## src/rtl/mem_access_if.sv

```systemverilog
// Data-memory port between the MEM stage and the data memory.
// Single outstanding access; a request completes in the cycle ready is high.
interface mem_access_if;
    logic        req;
    logic        we;
    logic [31:0] addr;
    logic [31:0] wdata;
    logic [3:0]  be;
    logic        ready;
    logic [31:0] rdata;

    modport master (output req, we, addr, wdata, be, input ready, rdata);
    modport slave  (input req, we, addr, wdata, be, output ready, rdata);
endinterface

```

## src/rtl/mem_access.sv

```systemverilog
// RV32I MEM stage plus MEM/WB register: sized loads/stores on a
// single-outstanding data port, stall while busy, abort after WAIT_LIMIT cycles.
module mem_access #(
    parameter int WAIT_LIMIT = 16
) (
    input  logic                clk,
    input  logic                rst_n,
    input  logic                ex_valid,
    input  logic                ex_memread,
    input  logic                ex_memwrite,
    input  logic                ex_memtoreg,
    input  logic                ex_regwrite,
    input  logic [2:0]          ex_funct3,
    input  logic [31:0]         ex_aluresult,
    input  logic [31:0]         ex_rs2data,
    input  logic [4:0]          ex_rd,
    output logic                mem_stall,
    mem_access_if.master        dmem,
    output logic                wb_valid,
    output logic                wb_memtoreg,
    output logic                wb_regwrite,
    output logic [4:0]          wb_rd,
    output logic [31:0]         wb_readdata,
    output logic [31:0]         wb_aluresult,
    output logic                misalign_err,
    output logic                timeout_err
);
    typedef enum logic { S_IDLE, S_WAIT } state_t;

    state_t      state, state_n;
    logic [7:0]  cnt, cnt_n;
    logic        memop, f3_ok, align_ok, legal, illegal, abort, retire;
    logic [7:0]  lb;
    logic [15:0] lh;
    logic [31:0] load_data;

    assign memop = ex_valid & (ex_memread | ex_memwrite);

    // Stores only support B/H/W; the unsigned variants exist for loads only.
    assign f3_ok = (ex_funct3 inside {3'b000, 3'b001, 3'b010}) |
                   (ex_memread & (ex_funct3 inside {3'b100, 3'b101}));

    always_comb begin
        align_ok = 1'b1;
        case (ex_funct3[1:0])
            2'b01:   align_ok = ~ex_aluresult[0];
            2'b10:   align_ok = (ex_aluresult[1:0] == 2'b00);
            default: align_ok = 1'b1;
        endcase
    end

    assign legal   = memop & ~(ex_memread & ex_memwrite) & f3_ok & align_ok;
    assign illegal = memop & ~legal;

    assign dmem.req  = legal;
    assign dmem.we   = legal & ex_memwrite;
    assign dmem.addr = {ex_aluresult[31:2], 2'b00};

    always_comb begin
        dmem.wdata = ex_rs2data;
        dmem.be    = 4'b1111;
        if (ex_memwrite) begin
            case (ex_funct3[1:0])
                2'b00: begin
                    dmem.wdata = {4{ex_rs2data[7:0]}};
                    dmem.be    = 4'b0001 << ex_aluresult[1:0];
                end
                2'b01: begin
                    dmem.wdata = {2{ex_rs2data[15:0]}};
                    dmem.be    = 4'b0011 << {ex_aluresult[1], 1'b0};
                end
                default: ;
            endcase
        end
    end

    assign lb = dmem.rdata[8*ex_aluresult[1:0] +: 8];
    assign lh = ex_aluresult[1] ? dmem.rdata[31:16] : dmem.rdata[15:0];

    always_comb begin
        case (ex_funct3)
            3'b000:  load_data = {{24{lb[7]}}, lb};
            3'b001:  load_data = {{16{lh[15]}}, lh};
            3'b100:  load_data = {24'b0, lb};
            3'b101:  load_data = {16'b0, lh};
            default: load_data = dmem.rdata;
        endcase
    end

    always_ff @(posedge clk or negedge rst_n) begin
        if (!rst_n) begin
            state <= S_IDLE;
            cnt   <= 8'd0;
        end else begin
            state <= state_n;
            cnt   <= cnt_n;
        end
    end

    // cnt counts request cycles already spent; the WAIT_LIMIT-th one aborts.
    always_comb begin
        state_n = state;
        cnt_n   = cnt;
        abort   = 1'b0;
        case (state)
            S_IDLE: begin
                if (legal & ~dmem.ready) begin
                    state_n = S_WAIT;
                    cnt_n   = 8'd1;
                end
            end
            S_WAIT: begin
                if (~legal | dmem.ready) begin
                    state_n = S_IDLE;
                    cnt_n   = 8'd0;
                end else if (cnt == 8'(WAIT_LIMIT - 1)) begin
                    abort   = 1'b1;
                    state_n = S_IDLE;
                    cnt_n   = 8'd0;
                end else begin
                    cnt_n = cnt + 8'd1;
                end
            end
            default: begin
                state_n = S_IDLE;
                cnt_n   = 8'd0;
            end
        endcase
    end

    assign mem_stall = legal & ~dmem.ready & ~abort;
    assign retire    = (ex_valid & ~ex_memread & ~ex_memwrite) | (legal & dmem.ready);

    always_ff @(posedge clk or negedge rst_n) begin
        if (!rst_n) begin
            wb_valid     <= 1'b0;
            wb_memtoreg  <= 1'b0;
            wb_regwrite  <= 1'b0;
            wb_rd        <= 5'd0;
            wb_readdata  <= 32'd0;
            wb_aluresult <= 32'd0;
            misalign_err <= 1'b0;
            timeout_err  <= 1'b0;
        end else begin
            wb_valid     <= retire;
            wb_memtoreg  <= retire & ex_memtoreg;
            wb_regwrite  <= retire & ex_regwrite;
            wb_rd        <= retire ? ex_rd : 5'd0;
            wb_readdata  <= (retire & ex_memread) ? load_data : 32'd0;
            wb_aluresult <= retire ? ex_aluresult : 32'd0;
            misalign_err <= illegal;
            timeout_err  <= abort;
        end
    end
endmodule

```

## src/flat_wrapper.sv

```systemverilog
// flat-port wrapper written by rule: the top's interface ports become plain ports
module mem_access_flat 
#(
    parameter int WAIT_LIMIT = 16
)
  (clk, rst_n, ex_valid, ex_memread, ex_memwrite, ex_memtoreg, ex_regwrite, ex_funct3, ex_aluresult, ex_rs2data, ex_rd, mem_stall, wb_valid, wb_memtoreg, wb_regwrite, wb_rd, wb_readdata, wb_aluresult, misalign_err, timeout_err, dmem_req, dmem_we, dmem_addr, dmem_wdata, dmem_be, dmem_ready, dmem_rdata);
  mem_access_if dmem_i ();
  input  logic clk;
  input  logic rst_n;
  input  logic ex_valid;
  input  logic ex_memread;
  input  logic ex_memwrite;
  input  logic ex_memtoreg;
  input  logic ex_regwrite;
  input  logic [2:0] ex_funct3;
  input  logic [31:0] ex_aluresult;
  input  logic [31:0] ex_rs2data;
  input  logic [4:0] ex_rd;
  output logic mem_stall;
  output logic wb_valid;
  output logic wb_memtoreg;
  output logic wb_regwrite;
  output logic [4:0] wb_rd;
  output logic [31:0] wb_readdata;
  output logic [31:0] wb_aluresult;
  output logic misalign_err;
  output logic timeout_err;
  output wire logic [$bits(dmem_i.req)-1:0] dmem_req;
  output wire logic [$bits(dmem_i.we)-1:0] dmem_we;
  output wire logic [$bits(dmem_i.addr)-1:0] dmem_addr;
  output wire logic [$bits(dmem_i.wdata)-1:0] dmem_wdata;
  output wire logic [$bits(dmem_i.be)-1:0] dmem_be;
  input wire logic [$bits(dmem_i.ready)-1:0] dmem_ready;
  input wire logic [$bits(dmem_i.rdata)-1:0] dmem_rdata;
  assign dmem_req = dmem_i.req;
  assign dmem_we = dmem_i.we;
  assign dmem_addr = dmem_i.addr;
  assign dmem_wdata = dmem_i.wdata;
  assign dmem_be = dmem_i.be;
  assign dmem_i.ready = dmem_ready;
  assign dmem_i.rdata = dmem_rdata;
  mem_access #(.WAIT_LIMIT(WAIT_LIMIT)) u_core (.clk(clk), .rst_n(rst_n), .ex_valid(ex_valid), .ex_memread(ex_memread), .ex_memwrite(ex_memwrite), .ex_memtoreg(ex_memtoreg), .ex_regwrite(ex_regwrite), .ex_funct3(ex_funct3), .ex_aluresult(ex_aluresult), .ex_rs2data(ex_rs2data), .ex_rd(ex_rd), .mem_stall(mem_stall), .dmem(dmem_i), .wb_valid(wb_valid), .wb_memtoreg(wb_memtoreg), .wb_regwrite(wb_regwrite), .wb_rd(wb_rd), .wb_readdata(wb_readdata), .wb_aluresult(wb_aluresult), .misalign_err(misalign_err), .timeout_err(timeout_err));
endmodule
```

## config.mk

```make
export PLATFORM = sky130hd
export DESIGN_NAME = mem_access_flat
export DESIGN_NICKNAME = d
export VERILOG_FILES = /design/src/rtl/mem_access_if.sv /design/src/rtl/mem_access.sv /design/src/flat_wrapper.sv
export SDC_FILE = /design/constraint.sdc
export NUM_CORES = 1
export LEC_CHECK = 0
export ABC_AREA = 1
export CORE_ASPECT_RATIO = 0.5
export CORE_MARGIN = 2
export CORE_UTILIZATION = 42
export DETAILED_ROUTE_END_ITERATION = 7
export PLACE_DENSITY = 0.87
export SYNTH_ARGS = -nofsm -noshare
export SYNTH_HDL_FRONTEND = slang
export SYNTH_SLANG_ARGS = --single-unit
```

## constraint.sdc

```tcl
create_clock -name clk -period 5.02 [get_ports clk]
set_input_delay 1.004 -clock clk [delete_from_list [all_inputs] [get_ports clk]]
set_output_delay 1.004 -clock clk [all_outputs]
set_load 0.1 [all_outputs]
```

# == Word-level counts from Yosys, hierarchy flattened ==
# Index checks and enable logic that the tools add are counted.
# word_totals
regBits,83
output_inout_bits,145
# op_classes
add_sub_neg,1
n_eq_ne,8
n_shift,3
mux,21
bitwise,28
n_reduce_logical,5
# ops
op,count
$pmux 32 s4,1
$mux 32,3
$pmux 32 s2,1
$shiftx 32x6->8,1
$mux 8,3
$and 1x1->1,16
$mux 16,1
$pmux 8 s2,1
$add 8x1->8 const B,1
$eq 8x4->1 const B,1
$not 1->1,8
$pmux 4 s2,1
$eq 3x3->1 const B,2
$mux 1,6
$mux 5,1
$logic_not 2->1,2
$mux 4,1
$or 1x1->1,4
$pmux 1 s2,2
$shl 1x2->4 const A,1
$shl 2x2->4 const A,1
$eq 3x1->1 const B,1
$eq 3x2->1 const B,1
$logic_not 3->1,1
5 further kinds,5

# == Logic depth before layout (Yosys ltp) ==
# logic_depth
depth_word,12
ltp_mapped,12
ltp_nobuf,10

# == Least setup slack after synthesis ==
# No wires, ideal clock.
# synth_path
path_type,input -> output
startpoint,in ex_funct3[1]
endpoint,out mem_stall
arrival_time_ns,4.792
setup_slack_ns,-0.776
cell_stages,9
path_buffers,1
path_cell_list,inv_1 > ha_1 > nor2_4 > nand2_2 > nand3_1 > nor2_1 > nand2_1 > buf_2 > a21oi_1
# synth_between
elab_chain_cells,12
# synth_lines
element,line_no,rtl
from (decl),flat_wrapper.sv:15,input logic [2:0] ex_funct3;
$eq 3x3->1,mem_access.sv:41,"(ex_memread & (ex_funct3 inside {3'b100, 3'b101}));"
$reduce_bool 2->1,mem_access.sv:41,
$and 1x1->1,mem_access.sv:41,
$or 1x1->1,mem_access.sv:40,"assign f3_ok = (ex_funct3 inside {3'b000, 3'b001, 3'b010}) |"
$and 1x1->1,mem_access.sv:52,assign legal = memop & ~(ex_memread & ex_memwrite) & f3_ok & align_ok;
$and 1x1->1 (*),mem_access.sv:52,
via dmem_req,flat_wrapper.sv:28,output wire logic [$bits(dmem_i.req)-1:0] dmem_req;
$not 1->1,mem_access.sv:113,if (~legal | dmem.ready) begin
$or 1x1->1,mem_access.sv:113,
$mux 1,mem_access.sv:113,
$mux 1,mem_access.sv:105,case (state)
$not 1->1,mem_access.sv:131,assign mem_stall = legal & ~dmem.ready & ~abort;
$and 1x1->1 (*),mem_access.sv:131,
to (decl),flat_wrapper.sv:19,output logic mem_stall;
# Mark *: on every way through the listed nets, which the timed path passes. The rest lies on a longest branch.

# == Worst setup path after layout ==
# layout_path
startpoint,in ex_funct3[1]
endpoint,out dmem_wdata[16]
# layout_between
elab_chain_cells,3
# layout_lines
element,line_no,rtl
$eq 2x1->1 / $logic_not 2->1 (equally long branches),mem_access.sv:63,case (ex_funct3[1:0])
$pmux 32 s2 (*),mem_access.sv:63,
$mux 32 (*),mem_access.sv:62,if (ex_memwrite) begin
to (decl),flat_wrapper.sv:31,output wire logic [$bits(dmem_i.wdata)-1:0] dmem_wdata;
# Mark *: on every way between the ends. The rest lies on a longest branch, timed or not.

==> summary.txt <==
Yosys
  – Cell count after synthesis: 576
  – Post-synthesis mux area share: 0%
  – #FFs+latches synth: 83
  – Synth Area in Adders: under 10%
  – Post-Syn Area: ~4500 µm²
  – Synth Area in Simple Gates: 25.4%
  – Largest area contributor in the netlist: dfrtp_1
  – Synth Area in Compound Gates: under 10%
  – Synth top area share: between 40% and 50%
  – Xor/xnor share of the synthesized area: less than 1%
  – Register area share after synthesis: a little under half
  – Mapped Avg Cell Area: between 7 and 8 µm²
  – Top post-synthesis cells by area: dfrtp_1, nand2_1, inv_1, buf_4, nor2_1
  – Synth Warn #: 0
  – Largest family of logic cells by synthesized area: simple AND/OR/NAND/NOR gates
  – Synth unique cells: 29

Clocking
  – Root buffer cell: clkbuf_16
  – Hold buffers post-CTS: 0
  – Worst skew pair latency: 0.33 ns
  – Clock transition at path regs: around 0.060 ns
  – Total setup buffers inserted after CTS: 0
  – Total CTS buffers: 9
  – Clock buffer depth: 2
  – CTS H-tree lvls: 3
  – CTS Sinks: slightly above 80
  – TritonCTS clock tree: yes

Hold path
  – Min-delay src: u_core.cnt[7]
  – Hold Path Sink: u_core.cnt[7]
  – Hold crit path type: reg -> reg
  – Hold Path Depth: 2

Global route
  – Largest net degree at the start of global routing: 84
  – Initial antenna violation count: 0
  – First-pass GRT wire length: 22700 µm
  – Vias in the first global route: roughly 4700
  – GRT Total Usage: about a quarter
  – GR Overflow Total: 0

Critical path
  – Crit path kind: in -> out
  – CP Launch Type: primary input
  – Critical Path End Type: primary output
  – RR Startpoint: u_core.cnt[1]
  – Worst reg2reg path depth: 6
  – Crit path cell chain: clkdlybuf4s50_1 > inv_1 > ha_1 > nor2_4 > nor2_2 > inv_1 > o21ai_0 > buf_12
  – Crit Reg-Reg Endpoint: u_core.cnt[0]
  – Worst Path Arrival: between 3 and 4 ns
  – Flop-to-flop setup slack: 3.43 ns
  – CP required: roughly 4.0 ns
  – CP max FO: 24
  – CP max stage cell: o21ai_0
  – Top cell by count, worst path: inv_1
  – Largest stage delay on the critical path: 0.45 ns

Routing
  – Wirelength, routed: approximately 14000 µm
  – Drc violations: 0
  – Final ANT Viol Nets: 0
  – Vias: between 4000 and 5000
  – WL/cell: about 16 µm
  – Routed vias/inst: 4.95
  – Pre-antenna DRT Iters: 5
  – Initial DRC Count: ~280

Timing
  – Minimum clock period: between 4 and 5 ns
  – Hold Fails Final Rpt: 0
  – Post-Route Skew: around 0.0013 ns
  – Slew HR: between 20 and 30%
  – Final worst-path cycle share: about nine tenths
  – Max Freq: about 220 MHz
  – RSZ-0062 raised after global routing: false
  – Final setup vio count: 0
  – Worst-Margin Slew: between 1 and 1.5 ns
  – Slew Limit Fails: 0

Place
  – Placed Cells: slightly above 900
  – Port buffer count: approximately 250
  – Hpwl dp: between 10000 and 15000 µm
  – GP Congestion: 0.862
  – Placed Area: 6970 µm²

Floorplan
  – Io pins: 257
  – # rows: 26
  – Chip width: 150 µm
  – Starting density of the core: a little over two fifths
  – Core Footprint: about 10000 µm²
  – Full die area: about 12000 µm²
  – DIE HEIGHT: between 70 and 80 µm

Layout
  – Non-filler cells, final: just over 900
  – Fill cells: between 700 and 800
  – Antenna Cells: 0
  – Commonest non-fill, non-tap cell in the layout: clkdlybuf4s50_1
  – Share of cells above drive strength 1: 11.5%
  – Most frequent cells in the layout: clkdlybuf4s50_1, nand2_1, inv_1, dfrtp_1, nor2_1
  – Final #Nets: between 900 and 1000
  – Cell area after layout: 7300 µm²
  – Area delta synth->final: 63.0%

Flow run
  – Max Cap Viol: 0

Power
  – Peak supply drop: 0.192 mV
  – Static leakage: between 3 and 4 nW
  – Pwr Density: 305 nW/µm²

Status
  – Status: completed
[worst max-delay path, delay by kind of cell]
family	cells	cell delay [ns]
adder cells (fa/ha/maj)	1	0.31
AO/OA/AOI/OAI	1	0.45
AND/OR/NAND/NOR	2	0.56
buffers and inverters	4	1.16
[worst max-delay path by stage]
stage	endpoint	slack [ns]	cells past startpoint	startpoint
after floorplan	dmem_wdata[22]	-0.01	7	ex_funct3[1]
after global placement	dmem_wdata[19]	0.39	8	ex_funct3[1]
after detailed placement	dmem_wdata[22]	0.22	8	ex_funct3[1]
after CTS	dmem_wdata[22]	0.21	8	ex_funct3[1]
after global routing	dmem_wdata[17]	0.30	8	ex_funct3[1]
final	dmem_wdata[16]	0.52	8	ex_funct3[1]
[power by group]
| part | leakage [nW] | internal (mW) | switching, mW |
|---|---|---|---|
| logic | 2.33 | 0.235 | 0.584 |
| registers | 1.14 | 0.690 | 0.00768 |
| clock network | 0.155 | 0.449 | 0.262 |
[metrics by stage]
step | util, % | TNS (ns) | hold slack, ns | setup slack, ns | power, mW
after global placement | 67.8 | 0 | 0.518 | 0.395 | 1.52
after CTS | 71.0 | 0 | 0.547 | 0.207 | 2.24
after global routing | 71.1 | 0 | 0.600 | 0.301 | 2.30
final | 71.1 | 0 | 0.554 | 0.518 | 2.23
after detailed placement | 67.8 | 0 | 0.533 | 0.225 | 1.53
after floorplan | - | -0.0191 | 0.498 | -0.00957 | 1.27
[what timing repair did]
action | CTS | global route
hold endpoints to repair | 0 | 0
setup endpoints to repair | 0 | 6
resized for setup | 0 | 1
[synth_stat cells (all sizes together)]
master / n
nand4: 1
nand3: 25
inv: 95
nor3: 1
o211ai: 12
o21ai: 36
nand2: 121
or2: 10
clkbuf: 6
buf: 53
o31ai: 1
xnor2: 1
conb: 1
clkinv: 1
dfrtp: 83
o22ai: 9
a21oi: 17
xor2: 2
ha: 4
nor2: 97
[final cells by class]
class | count | area, µm² | share of cell area (%)
Tap cell | 140 | 175 | 2.40
Sequential cell | 83 | 2080 | 28.4
Multi-Input combinational cell | 339 | 1650 | 22.6
Clock buffer | 10 | 239 | 3.27
Timing Repair Buffer | 256 | 2720 | 37.2
Inverter | 96 | 360 | 4.93
Clock inverter | 6 | 88.8 | 1.22
[state kept, by name, summed over array words and instances (netlist names)]
register and count:
u_core.cnt 8, u_core.misalign_err 1, u_core.state 1, u_core.timeout_err 1, u_core.wb_aluresult 32, u_core.wb_memtoreg 1, u_core.wb_rd 5, u_core.wb_readdata 32
u_core.wb_regwrite 1, u_core.wb_valid 1
[metal layers]
metal / global-route usage [%] / share of wire [%] / vias up
li1: - / - / 2136
met1: 27.6 / 37 / 2187
met2: 46.0 / 52 / 243
met3: 7.32 / 9.0 / 34
met4: 8.68 / 2.7 / 0
met5: 0 / 0 / -
[logic make-up after synthesis]
| logic type | Yosys count |
|---|---|
| compound gates | 75 |
| xor+xnor | 3 |
| simple gates | 255 |
| flops | 83 |
| buf+inv | 155 |
| fa+ha+maj | 4 |
| other cells | 1 |
No activity file was read; power rests on OpenSTA's default activity.
